==> config.mk <==
export PLATFORM = sky130hd
export DESIGN_NAME = multicycle_ctrl_flat
export DESIGN_NICKNAME = d
export VERILOG_FILES = /design/src/rtl/core_pkg.sv /design/src/rtl/multicycle_ctrl_if.sv /design/src/rtl/alu_dec.sv /design/src/rtl/multicycle_ctrl.sv /design/src/flat_wrapper.sv
export SDC_FILE = /design/constraint.sdc
export NUM_CORES = 1
export LEC_CHECK = 0
export CORE_MARGIN = 2
export CORE_UTILIZATION = 40
export DETAILED_ROUTE_END_ITERATION = 10
export GPL_TIMING_DRIVEN = 0
export PLACE_DENSITY = 0.68
export REMOVE_ABC_BUFFERS = 1
export SLEW_MARGIN = 5
export SYNTH_ARGS = -nofsm -noshare
export SYNTH_HDL_FRONTEND = slang
export SYNTH_SLANG_ARGS = --single-unit
==> constraint.sdc <==
create_clock -name clk -period 3.4 [get_ports clk]
set_clock_uncertainty 0.1 [all_clocks]
set_input_delay 0.51 -clock clk [delete_from_list [all_inputs] [get_ports clk]]
set_output_delay 0.51 -clock clk [all_outputs]
set_load 0.1 [all_outputs]
==> src/rtl/core_pkg.sv <==
// rtl/core_pkg.sv - shared opcodes, ALU/immediate/writeback codes and FSM state type for the multi-cycle core
package core_pkg;

    localparam logic [6:0] OP_R    = 7'b0110011;
    localparam logic [6:0] OP_IALU = 7'b0010011;
    localparam logic [6:0] OP_LW   = 7'b0000011;
    localparam logic [6:0] OP_SW   = 7'b0100011;
    localparam logic [6:0] OP_BR   = 7'b1100011;
    localparam logic [6:0] OP_JAL  = 7'b1101111;
    localparam logic [6:0] OP_LUI  = 7'b0110111;

    localparam logic [2:0] ALU_ADD = 3'b000;
    localparam logic [2:0] ALU_SUB = 3'b001;
    localparam logic [2:0] ALU_AND = 3'b010;
    localparam logic [2:0] ALU_OR  = 3'b011;
    localparam logic [2:0] ALU_XOR = 3'b100;
    localparam logic [2:0] ALU_SLT = 3'b101;
    localparam logic [2:0] ALU_SLL = 3'b110;
    localparam logic [2:0] ALU_SRL = 3'b111;

    localparam logic [2:0] IMM_I = 3'b000;
    localparam logic [2:0] IMM_S = 3'b001;
    localparam logic [2:0] IMM_B = 3'b010;
    localparam logic [2:0] IMM_U = 3'b011;
    localparam logic [2:0] IMM_J = 3'b100;

    localparam logic [1:0] WB_ALU = 2'b00;
    localparam logic [1:0] WB_MEM = 2'b01;
    localparam logic [1:0] WB_PC  = 2'b10;
    localparam logic [1:0] WB_IMM = 2'b11;

    typedef enum logic [2:0] {
        ST_IDLE   = 3'd0,
        ST_FETCH  = 3'd1,
        ST_DECODE = 3'd2,
        ST_EXEC   = 3'd3,
        ST_MEM    = 3'd4,
        ST_WB     = 3'd5,
        ST_TRAP   = 3'd6
    } state_t;

    // Arithmetic funct3 -> ALU operation; sub selects SUB over ADD for funct3 000.
    // funct3 011 (sltu) has no dedicated ALU code and shares SLT.
    function automatic logic [2:0] alu_from_funct3(input logic [2:0] funct3, input logic sub);
        case (funct3)
            3'b000:  return sub ? ALU_SUB : ALU_ADD;
            3'b001:  return ALU_SLL;
            3'b010:  return ALU_SLT;
            3'b011:  return ALU_SLT;
            3'b100:  return ALU_XOR;
            3'b101:  return ALU_SRL;
            3'b110:  return ALU_OR;
            default: return ALU_AND;
        endcase
    endfunction

endpackage

==> src/rtl/multicycle_ctrl_if.sv <==
// rtl/multicycle_ctrl_if.sv - unified memory port handshake between the sequencer and memory
// Signals: mem_req/mem_we/mem_addr_sel driven by the sequencer (master),
//          mem_ready returned by memory (slave) in the cycle a request completes.
interface multicycle_ctrl_if;
    logic mem_req;
    logic mem_we;
    logic mem_addr_sel;
    logic mem_ready;

    modport master (output mem_req, output mem_we, output mem_addr_sel, input mem_ready);
    modport slave  (input mem_req, input mem_we, input mem_addr_sel, output mem_ready);
endinterface

==> src/rtl/alu_dec.sv <==
// rtl/alu_dec.sv - combinational opcode/funct decode to ALU control plus instruction legality
// Ports: opcode, funct3, funct7 in (held IR fields); alu_ctrl out (ALU_* code);
//        legal out (1 = instruction supported by this core).
module alu_dec
    import core_pkg::*;
(
    input  logic [6:0] opcode,
    input  logic [2:0] funct3,
    input  logic [6:0] funct7,
    output logic [2:0] alu_ctrl,
    output logic       legal
);

    always_comb begin
        alu_ctrl = ALU_ADD;
        legal    = 1'b0;
        case (opcode)
            OP_R: begin
                // Only base encodings and SUB; SRA and M-extension encodings trap.
                legal    = (funct7 == 7'b0000000) ||
                           ((funct7 == 7'b0100000) && (funct3 == 3'b000));
                alu_ctrl = alu_from_funct3(funct3, funct7[5]);
            end
            OP_IALU: begin
                // No SUBI exists, so funct7 never selects subtraction here.
                legal    = 1'b1;
                alu_ctrl = alu_from_funct3(funct3, 1'b0);
            end
            OP_LW, OP_SW: begin
                legal    = 1'b1;
                alu_ctrl = ALU_ADD;
            end
            OP_BR: begin
                legal    = (funct3 == 3'b000) || (funct3 == 3'b001);
                alu_ctrl = ALU_SUB;
            end
            OP_JAL, OP_LUI: begin
                legal    = 1'b1;
                alu_ctrl = ALU_ADD;
            end
            default: begin
                legal    = 1'b0;
                alu_ctrl = ALU_ADD;
            end
        endcase
    end

endmodule

==> src/rtl/multicycle_ctrl.sv <==
// rtl/multicycle_ctrl.sv - multi-cycle FETCH/DECODE/EXEC/MEM/WB sequencer for the RV32I-subset core
// Ports: clk, rst_n (sync active-low), start (leave IDLE);
//        opcode/funct3/funct7 held IR fields, branch_taken from the datapath comparator;
//        mem (master modport) unified memory handshake;
//        ir_wr_en, pc_wr_en, pc_src, wr_en_reg, wb_sel, alu_src_b, aluCTRL, immFormat datapath controls;
//        illegal (sticky trap flag), instret (retired count), state (debug).
module multicycle_ctrl
    import core_pkg::*;
#(
    parameter int unsigned INSTRET_W         = 32,
    parameter int unsigned RESET_STATE_FETCH = 1
) (
    input  logic                 clk,
    input  logic                 rst_n,
    input  logic                 start,
    input  logic [6:0]           opcode,
    input  logic [2:0]           funct3,
    input  logic [6:0]           funct7,
    input  logic                 branch_taken,
    multicycle_ctrl_if.master    mem,
    output logic                 ir_wr_en,
    output logic                 pc_wr_en,
    output logic                 pc_src,
    output logic                 wr_en_reg,
    output logic [1:0]           wb_sel,
    output logic                 alu_src_b,
    output logic [2:0]           aluCTRL,
    output logic [2:0]           immFormat,
    output logic                 illegal,
    output logic [INSTRET_W-1:0] instret,
    output logic [2:0]           state
);

    localparam state_t RESET_STATE = (RESET_STATE_FETCH != 0) ? ST_FETCH : ST_IDLE;
    localparam logic [INSTRET_W-1:0] INSTRET_ONE = 1;

    state_t                 state_q;
    state_t                 state_d;
    logic [INSTRET_W-1:0]   instret_q;
    logic                   retire;
    logic [2:0]             dec_alu;
    logic                   dec_legal;
    logic [2:0]             imm_fmt;

    logic is_r, is_i, is_lw, is_sw, is_br, is_jal, is_lui;

    assign is_r   = (opcode == OP_R);
    assign is_i   = (opcode == OP_IALU);
    assign is_lw  = (opcode == OP_LW);
    assign is_sw  = (opcode == OP_SW);
    assign is_br  = (opcode == OP_BR);
    assign is_jal = (opcode == OP_JAL);
    assign is_lui = (opcode == OP_LUI);

    alu_dec u_alu_dec (
        .opcode   (opcode),
        .funct3   (funct3),
        .funct7   (funct7),
        .alu_ctrl (dec_alu),
        .legal    (dec_legal)
    );

    always_comb begin
        imm_fmt = IMM_I;
        if (is_sw) begin
            imm_fmt = IMM_S;
        end else if (is_br) begin
            imm_fmt = IMM_B;
        end else if (is_lui) begin
            imm_fmt = IMM_U;
        end else if (is_jal) begin
            imm_fmt = IMM_J;
        end
    end

    always_ff @(posedge clk) begin
        if (!rst_n) begin
            state_q   <= RESET_STATE;
            instret_q <= '0;
        end else begin
            state_q <= state_d;
            if (retire) begin
                instret_q <= instret_q + INSTRET_ONE;
            end
        end
    end

    always_comb begin
        state_d          = state_q;
        retire           = 1'b0;
        mem.mem_req      = 1'b0;
        mem.mem_we       = 1'b0;
        mem.mem_addr_sel = 1'b0;
        ir_wr_en         = 1'b0;
        pc_wr_en         = 1'b0;
        pc_src           = 1'b0;
        wr_en_reg        = 1'b0;
        wb_sel           = WB_ALU;
        alu_src_b        = 1'b0;
        aluCTRL          = ALU_ADD;
        immFormat        = IMM_I;

        // ALU op and immediate format stay valid from EXEC until the instruction retires,
        // so MEM address and WB result remain stable while memory stalls.
        if (state_q == ST_EXEC || state_q == ST_MEM || state_q == ST_WB) begin
            aluCTRL   = dec_alu;
            immFormat = imm_fmt;
        end

        case (state_q)
            ST_IDLE: begin
                if (start) begin
                    state_d = ST_FETCH;
                end
            end
            ST_FETCH: begin
                mem.mem_req = 1'b1;
                if (mem.mem_ready) begin
                    ir_wr_en = 1'b1;
                    pc_wr_en = 1'b1;
                    state_d  = ST_DECODE;
                end
            end
            ST_DECODE: begin
                state_d = dec_legal ? ST_EXEC : ST_TRAP;
            end
            ST_EXEC: begin
                if (is_r || is_i) begin
                    alu_src_b = is_i;
                    state_d   = ST_WB;
                end else if (is_lw || is_sw) begin
                    alu_src_b = 1'b1;
                    state_d   = ST_MEM;
                end else if (is_br) begin
                    // funct3[0] distinguishes BNE (take when not equal) from BEQ.
                    pc_wr_en = 1'b1;
                    pc_src   = funct3[0] ? ~branch_taken : branch_taken;
                    retire   = 1'b1;
                    state_d  = ST_FETCH;
                end else if (is_jal) begin
                    wr_en_reg = 1'b1;
                    wb_sel    = WB_PC;
                    pc_wr_en  = 1'b1;
                    pc_src    = 1'b1;
                    retire    = 1'b1;
                    state_d   = ST_FETCH;
                end else if (is_lui) begin
                    state_d = ST_WB;
                end else begin
                    // Unreachable after DECODE screening; fail safe if IR changes under us.
                    state_d = ST_TRAP;
                end
            end
            ST_MEM: begin
                mem.mem_req      = 1'b1;
                mem.mem_addr_sel = 1'b1;
                mem.mem_we       = is_sw;
                alu_src_b        = 1'b1;
                if (mem.mem_ready) begin
                    if (is_sw) begin
                        retire  = 1'b1;
                        state_d = ST_FETCH;
                    end else begin
                        state_d = ST_WB;
                    end
                end
            end
            ST_WB: begin
                wr_en_reg = 1'b1;
                alu_src_b = is_i;
                wb_sel    = is_lw ? WB_MEM : (is_lui ? WB_IMM : WB_ALU);
                retire    = 1'b1;
                state_d   = ST_FETCH;
            end
            ST_TRAP: begin
                state_d = ST_TRAP;
            end
            default: begin
                state_d = RESET_STATE;
            end
        endcase

        // While reset is asserted every strobe is quiet, which also drops any
        // request left outstanding by the state being reset.
        if (!rst_n) begin
            retire           = 1'b0;
            mem.mem_req      = 1'b0;
            mem.mem_we       = 1'b0;
            mem.mem_addr_sel = 1'b0;
            ir_wr_en         = 1'b0;
            pc_wr_en         = 1'b0;
            pc_src           = 1'b0;
            wr_en_reg        = 1'b0;
            wb_sel           = WB_ALU;
            alu_src_b        = 1'b0;
            aluCTRL          = ALU_ADD;
            immFormat        = IMM_I;
        end
    end

    // TRAP is absorbing, so the flag is sticky until reset.
    assign illegal = rst_n && (state_q == ST_TRAP);
    assign instret = instret_q;
    assign state   = state_q;

endmodule
==> src/flat_wrapper.sv <==
// flat-port wrapper written by rule: the top's interface ports become plain ports
module multicycle_ctrl_flat import core_pkg::*;
#(
    parameter int unsigned INSTRET_W         = 32,
    parameter int unsigned RESET_STATE_FETCH = 1
)
  (clk, rst_n, start, opcode, funct3, funct7, branch_taken, ir_wr_en, pc_wr_en, pc_src, wr_en_reg, wb_sel, alu_src_b, aluCTRL, immFormat, illegal, instret, state, mem_mem_req, mem_mem_we, mem_mem_addr_sel, mem_mem_ready);
  multicycle_ctrl_if mem_i ();
  input  logic clk;
  input  logic rst_n;
  input  logic start;
  input  logic [6:0] opcode;
  input  logic [2:0] funct3;
  input  logic [6:0] funct7;
  input  logic branch_taken;
  output logic ir_wr_en;
  output logic pc_wr_en;
  output logic pc_src;
  output logic wr_en_reg;
  output logic [1:0] wb_sel;
  output logic alu_src_b;
  output logic [2:0] aluCTRL;
  output logic [2:0] immFormat;
  output logic illegal;
  output logic [INSTRET_W-1:0] instret;
  output logic [2:0] state;
  output wire logic [$bits(mem_i.mem_req)-1:0] mem_mem_req;
  output wire logic [$bits(mem_i.mem_we)-1:0] mem_mem_we;
  output wire logic [$bits(mem_i.mem_addr_sel)-1:0] mem_mem_addr_sel;
  input wire logic [$bits(mem_i.mem_ready)-1:0] mem_mem_ready;
  assign mem_mem_req = mem_i.mem_req;
  assign mem_mem_we = mem_i.mem_we;
  assign mem_mem_addr_sel = mem_i.mem_addr_sel;
  assign mem_i.mem_ready = mem_mem_ready;
  multicycle_ctrl #(.INSTRET_W(INSTRET_W), .RESET_STATE_FETCH(RESET_STATE_FETCH)) u_core (.clk(clk), .rst_n(rst_n), .start(start), .opcode(opcode), .funct3(funct3), .funct7(funct7), .branch_taken(branch_taken), .mem(mem_i), .ir_wr_en(ir_wr_en), .pc_wr_en(pc_wr_en), .pc_src(pc_src), .wr_en_reg(wr_en_reg), .wb_sel(wb_sel), .alu_src_b(alu_src_b), .aluCTRL(aluCTRL), .immFormat(immFormat), .illegal(illegal), .instret(instret), .state(state));
endmodule
==> reports/summary.txt, run 1 <==
status -> complete, no violations
Yosys warnings -> 0
Hold/Removal Path Class -> flop to flop
fill count -> 561
commonest non-fill, non-tap cell in the layout -> clkdlybuf4s50_1
highest fanout seen on the critical path -> 7
crit path capture -> wb_sel[1]
n_diodes -> 0
peak supply drop -> 0.2366 mV
Final WS setup -> 0.1048 ns
sequential area share after synthesis -> 29.29%
NumNets Final -> 396
largest net degree at the start of global routing -> 49
post-synthesis mux area share -> 2.092%
Max Clock Freq -> 0.3035 GHz
clock sink total -> 35
Final ANT Viol Nets -> 0
Async SR Flop Fraction -> 0%
GR Layer Usage met1 -> 29.62%
most frequent cells in the layout -> 57 x clkdlybuf4s50_1, 35 x dfxtp_1, 32 x a21oi_1
share of layout cells above drive strength 1 -> 7.754%
critical path arrival -> 2.69 ns
Seq pwr share -> 40.7%
Distinct cells, synth -> 46
Worst Max-Slew Pin Slew -> 0.9774 ns
# setup viols final -> 0
Cell Chain, Critical Path -> clkdlybuf4s50_1 -> nand2_1 -> or4_1 -> or2_2 -> a21oi_1 -> buf_4
crit-path max cell delay -> 0.64 ns
drt pass-1 iters -> 4
Final Hold Slack -> 0.3867 ns
total wire length -> 7023 um
CP endpoint kind -> primary output
DIE AREA -> 0.006615 mm^2
r2r startpoint -> u_core.instret[3]
CP startpoint -> opcode[5]
GR Util met3 -> 4.111%
largest family of logic cells by synthesized area -> simple AND/OR/NAND/NOR gates
Max-Cap Viols -> 0
Reg-to-Reg End -> u_core.instret[20]
First DRT Iteration DRCs -> 160
final count of pins violating max slew -> 0
H-tree depth -> 2
final RePlAce weighted congestion -> 0.8032
Post-synth EDFFs -> 0
Adder-Cell Fraction of Synth Area -> 0.5230%
fin crit period -> 3.295 ns
Port-buffer cells -> 73
reg-to-reg slack, setup -> 0.85 ns
total number of vias -> 2726
CTS Buf Count -> 5
internal cell power -> 0.0007171 W
Tot Pwr -> 0.001086 W
CP max stage cell -> or4_1
Cell Area, Synth -> 0.002392 mm^2
clock power share -> 35.0%
slew margin rel. -> 34.64%
xor/xnor share of the synthesized area -> 1.464%
clock root cell -> clkbuf_8
met2 Usage GRT -> 33.36%
Cells after Synth -> 315
syn avg cell area -> 7.595 um^2
Worst setup SP type -> primary input
Critical Setup Path Class -> primary input to primary output
crit share post-route -> 96.92%
area grow syn2layout -> 34.47%
Post-Place Cell Area -> 0.003131 mm^2
Yosys reg bits -> 35
simple-gate area share of the yosys netlist -> 36.98%
drc violations -> 0
sw power -> 0.0003693 W
Overflow after GRT -> 0
pre-CTS setup slack -> -0.8719 ns
core area -> 0.005851 mm^2
Longest Clk Path Bufs -> 2
Final HPWL DP -> 4769 um
Reg clk slew, reported paths -> 0.07 ns
CTS tree -> done
Req. time, crit path -> 2.79 ns
Sw Ratio -> 33.99%
Initial Util -> 40.89%
Final Hold Fails -> 0
cts hold-fix bufs -> 0
global-route wire length before repair -> 11130 um
Logic pwr share -> 24.3%
routed len/inst -> 15.64 um
gr busiest metal -> met2
Total Routing Usage GR -> 21.14%
total leakage power -> 0.9656 nW
number of global-route vias before repair -> 2321
final instance area -> 0.003217 mm^2
Compound-Gate Fraction of Synth Area -> 23.90%
vias per inst -> 6.071
I/O Pins -> 74
Row Count -> 28
PD cells -> 337.7 mW/mm^2
Top FF cell, synth -> dfxtp_1
hold path startpoint -> u_core.instret[31]
Worst Reg-to-Reg Cells -> 4
Die H -> 81.34 um
clk_lat worst skew -> 0.29 ns
die width -> 81.34 um
unrepaired setup endpoints after global routing -> no
initial antenna violation count -> 0
## state kept, by name, indices dropped and copies added (netlist names)
signal	cells
u_core.instret	32
u_core.state	3
## worst min path at each step
stage | endpoint | slack [ns] | depth (start not counted)
final | u_core.instret[31] | 0.39 | 2
after global routing | u_core.instret[31] | 0.42 | 2
after CTS | u_core.instret[31] | 0.39 | 2
after detailed placement | u_core.instret[31] | 0.38 | 2
after global placement | u_core.instret[31] | 0.36 | 2
after floorplan | u_core.state[2] | 0.53 | 2
## per-layer routing
layer	vias up	share of wire, %
li1	1336	-
met4	0	0.84
met1	1304	47
met3	7	5.7
met5	-	0
met2	79	47
## power by group through the flow
stage	Combinational, W	Clock (W)	Sequential [W]
3_3_place_gp	0.000262	0	0.000451
3_5_place_dp	0.000264	0	0.000451
4_1_cts	0.000264	0.000389	0.000441
6_report	0.000264	0.000380	0.000443
2_1_floorplan	0.000132	0	0.000495
5_1_grt	0.000279	0.000405	0.000445
## final cells by class
class                   count  area [um^2]  area share, %
clock inverters             3        43.79          1.361
well taps                  75        93.84          2.917
multi-input cells         248         1555          48.35
repair inverters            1        5.005         0.1556
repair buffers             74        715.7          22.25
inverters                   8        33.78          1.050
flip-flops and latches     35        700.7          21.78
clock buffers               5        68.82          2.139
## synth_stat cells, types with 2 or more instances
cell,instances,area share [%]
nand2_1,23,3.6
dfxtp_1,35,29
nand2b_1,12,3.1
nor4_1,8,2.1
buf_2,2,0.42
o31a_1,4,1.5
o21a_1,3,0.94
or3_1,2,0.52
a21oi_1,32,6.7
and4b_1,2,0.84
nand3b_1,2,0.63
xor2_1,2,0.73
nor2b_1,5,1.3
o211ai_1,2,0.63
and2_1,5,1.3
or4_1,24,7.5
and4_1,5,1.8
and3_1,2,0.52
o31ai_1,24,7.5
buf_6,2,0.94
xnor2_1,2,0.73
nand3_1,18,3.8
clkbuf_1,19,3.0
nor2_1,15,2.4
a211oi_1,3,0.94
mux2i_1,5,2.1
a31oi_1,2,0.52
o21ai_0,7,1.5
nand4_1,16,4.2
inv_1,8,1.3
nor3_1,9,1.9
## cell families (layout without fill, tap and decap cells)
| family | Yosys count | in the layout |
|---|---|---|
| AO/OA/AOI/OAI | 86 | 86 |
| flip-flops | 35 | 35 |
| XOR/XNOR | 4 | 4 |
| buffers and inverters | 32 | 91 |
| multiplexers | 5 | 5 |
| AND/OR/NAND/NOR | 152 | 152 |
| adder cells (fa/ha/maj) | 1 | 1 |
## worst max-delay path, delay by kind of cell
| family | cells | cell delay (ns) |
|---|---|---|
| AO/OA/AOI/OAI | 1 | 0.12 |
| buffers and inverters | 2 | 0.91 |
| AND/OR/NAND/NOR | 3 | 1.14 |
## timing repair
item | in CTS | in global routing
cloned | 1 | 0
pin swaps | 0 | 0
resized for setup | 46 | 14
buffers inserted | 0 | 0
setup endpoints to repair | 40 | 24
## per-stage QoR
step                util, %  setup TNS (ns)  cells
detailed placement    53.51          -18.46    440
global placement      53.14          -36.18    439
global route          54.98               0    449
finish                54.98               0    449
floorplan                 -          -8.965    291
CTS                   55.60               0    449
Note: power is estimated with default switching activity, not from simulation.
==> inputs of run 2 (changes only) <==
- SKIP_CTS_REPAIR_TIMING: default -> 1
==> run 2 against run 1 <==
  * Via count rose by 0.73%
  * Combinational power is essentially flat
  * Clock-buffer cell count is the same
  * Global-route usage decreased by 0.42 points
  * Routed wire length shrank 0.47%
  * Non-clock buffer count did not move
  * Worst setup slack worse by 0.027 ns
  * Sequential power about the same
  * First-iteration DRC count shrank 1.3%
  * Maximum frequency is 0.81% lower
  * Die area did not move
  * Largest cell class unchanged
  * Largest power group unchanged
  * Highest routed layer unchanged
==> reports/summary.txt, run 2 (same netlist as run 1, synthesis figures left out) <==
routed len/inst -> 15.57 um (was 15.64 um)
GR Util met3 -> 4.000% (was 4.111%)
Critical Setup Path Class -> primary input to primary output (unchanged)
Hold/Removal Path Class -> flop to flop (unchanged)
H-tree depth -> 2 (unchanged)
clk_lat worst skew -> 0.29 ns (about the same)
Tot Pwr -> 0.001087 W (was 0.001086 W)
vias per inst -> 6.116 (was 6.071)
clock sink total -> 35 (unchanged)
n_diodes -> 0 (unchanged)
Initial Util -> 40.89% (unchanged)
total leakage power -> 1.049 nW (was 0.9656 nW)
Overflow after GRT -> 0 (unchanged)
status -> complete, no violations (unchanged)
Worst Max-Slew Pin Slew -> 0.9749 ns (was 0.9774 ns)
Longest Clk Path Bufs -> 2 (unchanged)
clock power share -> 35.1% (was 35.0%)
highest fanout seen on the critical path -> 7 (unchanged)
Row Count -> 28 (unchanged)
max reg flops -> 32 (unchanged)
internal cell power -> 0.0007178 W (was 0.0007171 W)
CP endpoint kind -> primary output (unchanged)
total wire length -> 6990 um (was 7023 um)
I/O Pins -> 74 (unchanged)
commonest non-fill, non-tap cell in the layout -> clkdlybuf4s50_1 (unchanged)
sw power -> 0.0003691 W (was 0.0003693 W)
DIE AREA -> 0.006615 mm^2 (unchanged)
CTS Buf Count -> 5 (unchanged)
peak supply drop -> 0.2365 mV (was 0.2366 mV)
Seq pwr share -> 40.7% (about the same)
crit share post-route -> 97.70% (was 96.92%)
Reg clk slew, reported paths -> 0.07 ns (about the same)
drt pass-1 iters -> 4 (unchanged)
PD cells -> 338.1 mW/mm^2 (was 337.7 mW/mm^2)
Req. time, crit path -> 2.79 ns (about the same)
final RePlAce weighted congestion -> 0.8032 (unchanged)
area grow syn2layout -> 34.36% (was 34.47%)
NumNets Final -> 396 (unchanged)
CTS tree -> done (unchanged)
fin crit period -> 3.322 ns (was 3.295 ns)
Max Clock Freq -> 0.3010 GHz (was 0.3035 GHz)
drc violations -> 0 (unchanged)
global-route wire length before repair -> 10940 um (was 11130 um)
Final Hold Fails -> 0 (unchanged)
GR Layer Usage met1 -> 28.88% (was 29.62%)
clock root cell -> clkbuf_8 (unchanged)
final count of pins violating max slew -> 0 (unchanged)
First DRT Iteration DRCs -> 158 (was 160)
met2 Usage GRT -> 32.95% (was 33.36%)
# setup viols final -> 0 (unchanged)
Final ANT Viol Nets -> 0 (unchanged)
Final HPWL DP -> 4769 um (unchanged)
initial antenna violation count -> 0 (unchanged)
gr busiest metal -> met2 (unchanged)
total number of vias -> 2746 (was 2726)
Max-Cap Viols -> 0 (unchanged)
Worst setup SP type -> primary input (unchanged)
Port-buffer cells -> 73 (unchanged)
Logic pwr share -> 24.3% (about the same)
largest net degree at the start of global routing -> 49 (unchanged)
Total Neg Setup Slack -> 0 ns (unchanged)
Die H -> 81.34 um (unchanged)
slew margin rel. -> 34.80% (was 34.64%)
Sw Ratio -> 33.96% (was 33.99%)
die width -> 81.34 um (unchanged)
number of global-route vias before repair -> 2304 (was 2321)
share of layout cells above drive strength 1 -> 7.219% (was 7.754%)
most frequent cells in the layout -> 56 x clkdlybuf4s50_1, 35 x dfxtp_1, 32 x a21oi_1 (was 57 x clkdlybuf4s50_1, 35 x dfxtp_1, 32 x a21oi_1)
critical path arrival -> 2.71 ns (was 2.69 ns)
core area -> 0.005851 mm^2 (unchanged)
Total Routing Usage GR -> 20.72% (was 21.14%)
[run 2: cell type report]
class / instances / area, um^2
fill: 565 / 2636
multi-input combinational: 248 / 1555
timing repair buffer: 74 / 713.2
sequential: 35 / 700.7
tap: 75 / 93.84
clock buffer: 5 / 68.82
clock inverter: 3 / 43.79
inverter: 8 / 33.78
timing repair inverter: 1 / 5.005
[run 2: final timing paths]
path,startpoint,endpoint,slack [ns],depth (start not counted)
worst max-delay path,opcode[5],immFormat[0],0.08,5
worst min-delay path,u_core.instret[31],u_core.instret[31],0.39,2
worst min register to register,u_core.instret[31],u_core.instret[31],0.39,2
worst max register to register,u_core.instret[3],u_core.instret[24],0.83,4
[run 2: power by group through the flow]
stage | sequential [W] | clock, W | combinational, W
3_3_place_gp | 0.000451 | 0 | 0.000262
3_5_place_dp | 0.000451 | 0 | 0.000264
5_1_grt | 0.000445 | 0.000405 | 0.000279
2_1_floorplan | 0.000495 | 0 | 0.000132
4_1_cts | 0.000441 | 0.000389 | 0.000266
6_report | 0.000442 | 0.000381 | 0.000264
[run 2: routing by layer]
layer  wire (um)  share of wire, %
met2        3372                48
met3         421               6.0
met5           0                 0
met1        3152                45
met4          43              0.62
[run 2: critical path, stage by stage]
cell,delay [ns]
clkdlybuf4s50_1,0.60
nand2_1,0.17
or4_1,0.63
a211oi_1,0.29
clkbuf_2,0.50
[run 2: per-stage QoR]
| step | worst slack, ns | util [%] | cells | hold WS [ns] | instance area [um^2] |
|---|---|---|---|---|---|
| after floorplan | -1.317 | - | 291 | 0.5262 | 2285 |
| after global placement | -1.004 | 53.14 | 439 | 0.3614 | 3109 |
| after detailed placement | -0.8719 | 53.51 | 440 | 0.3803 | 3131 |
| after CTS | -0.8978 | 55.43 | 448 | 0.3913 | 3243 |
| after global routing | -0.002465 | 54.94 | 449 | 0.4243 | 3214 |
| final | 0.07807 | 54.94 | 449 | 0.3869 | 3214 |
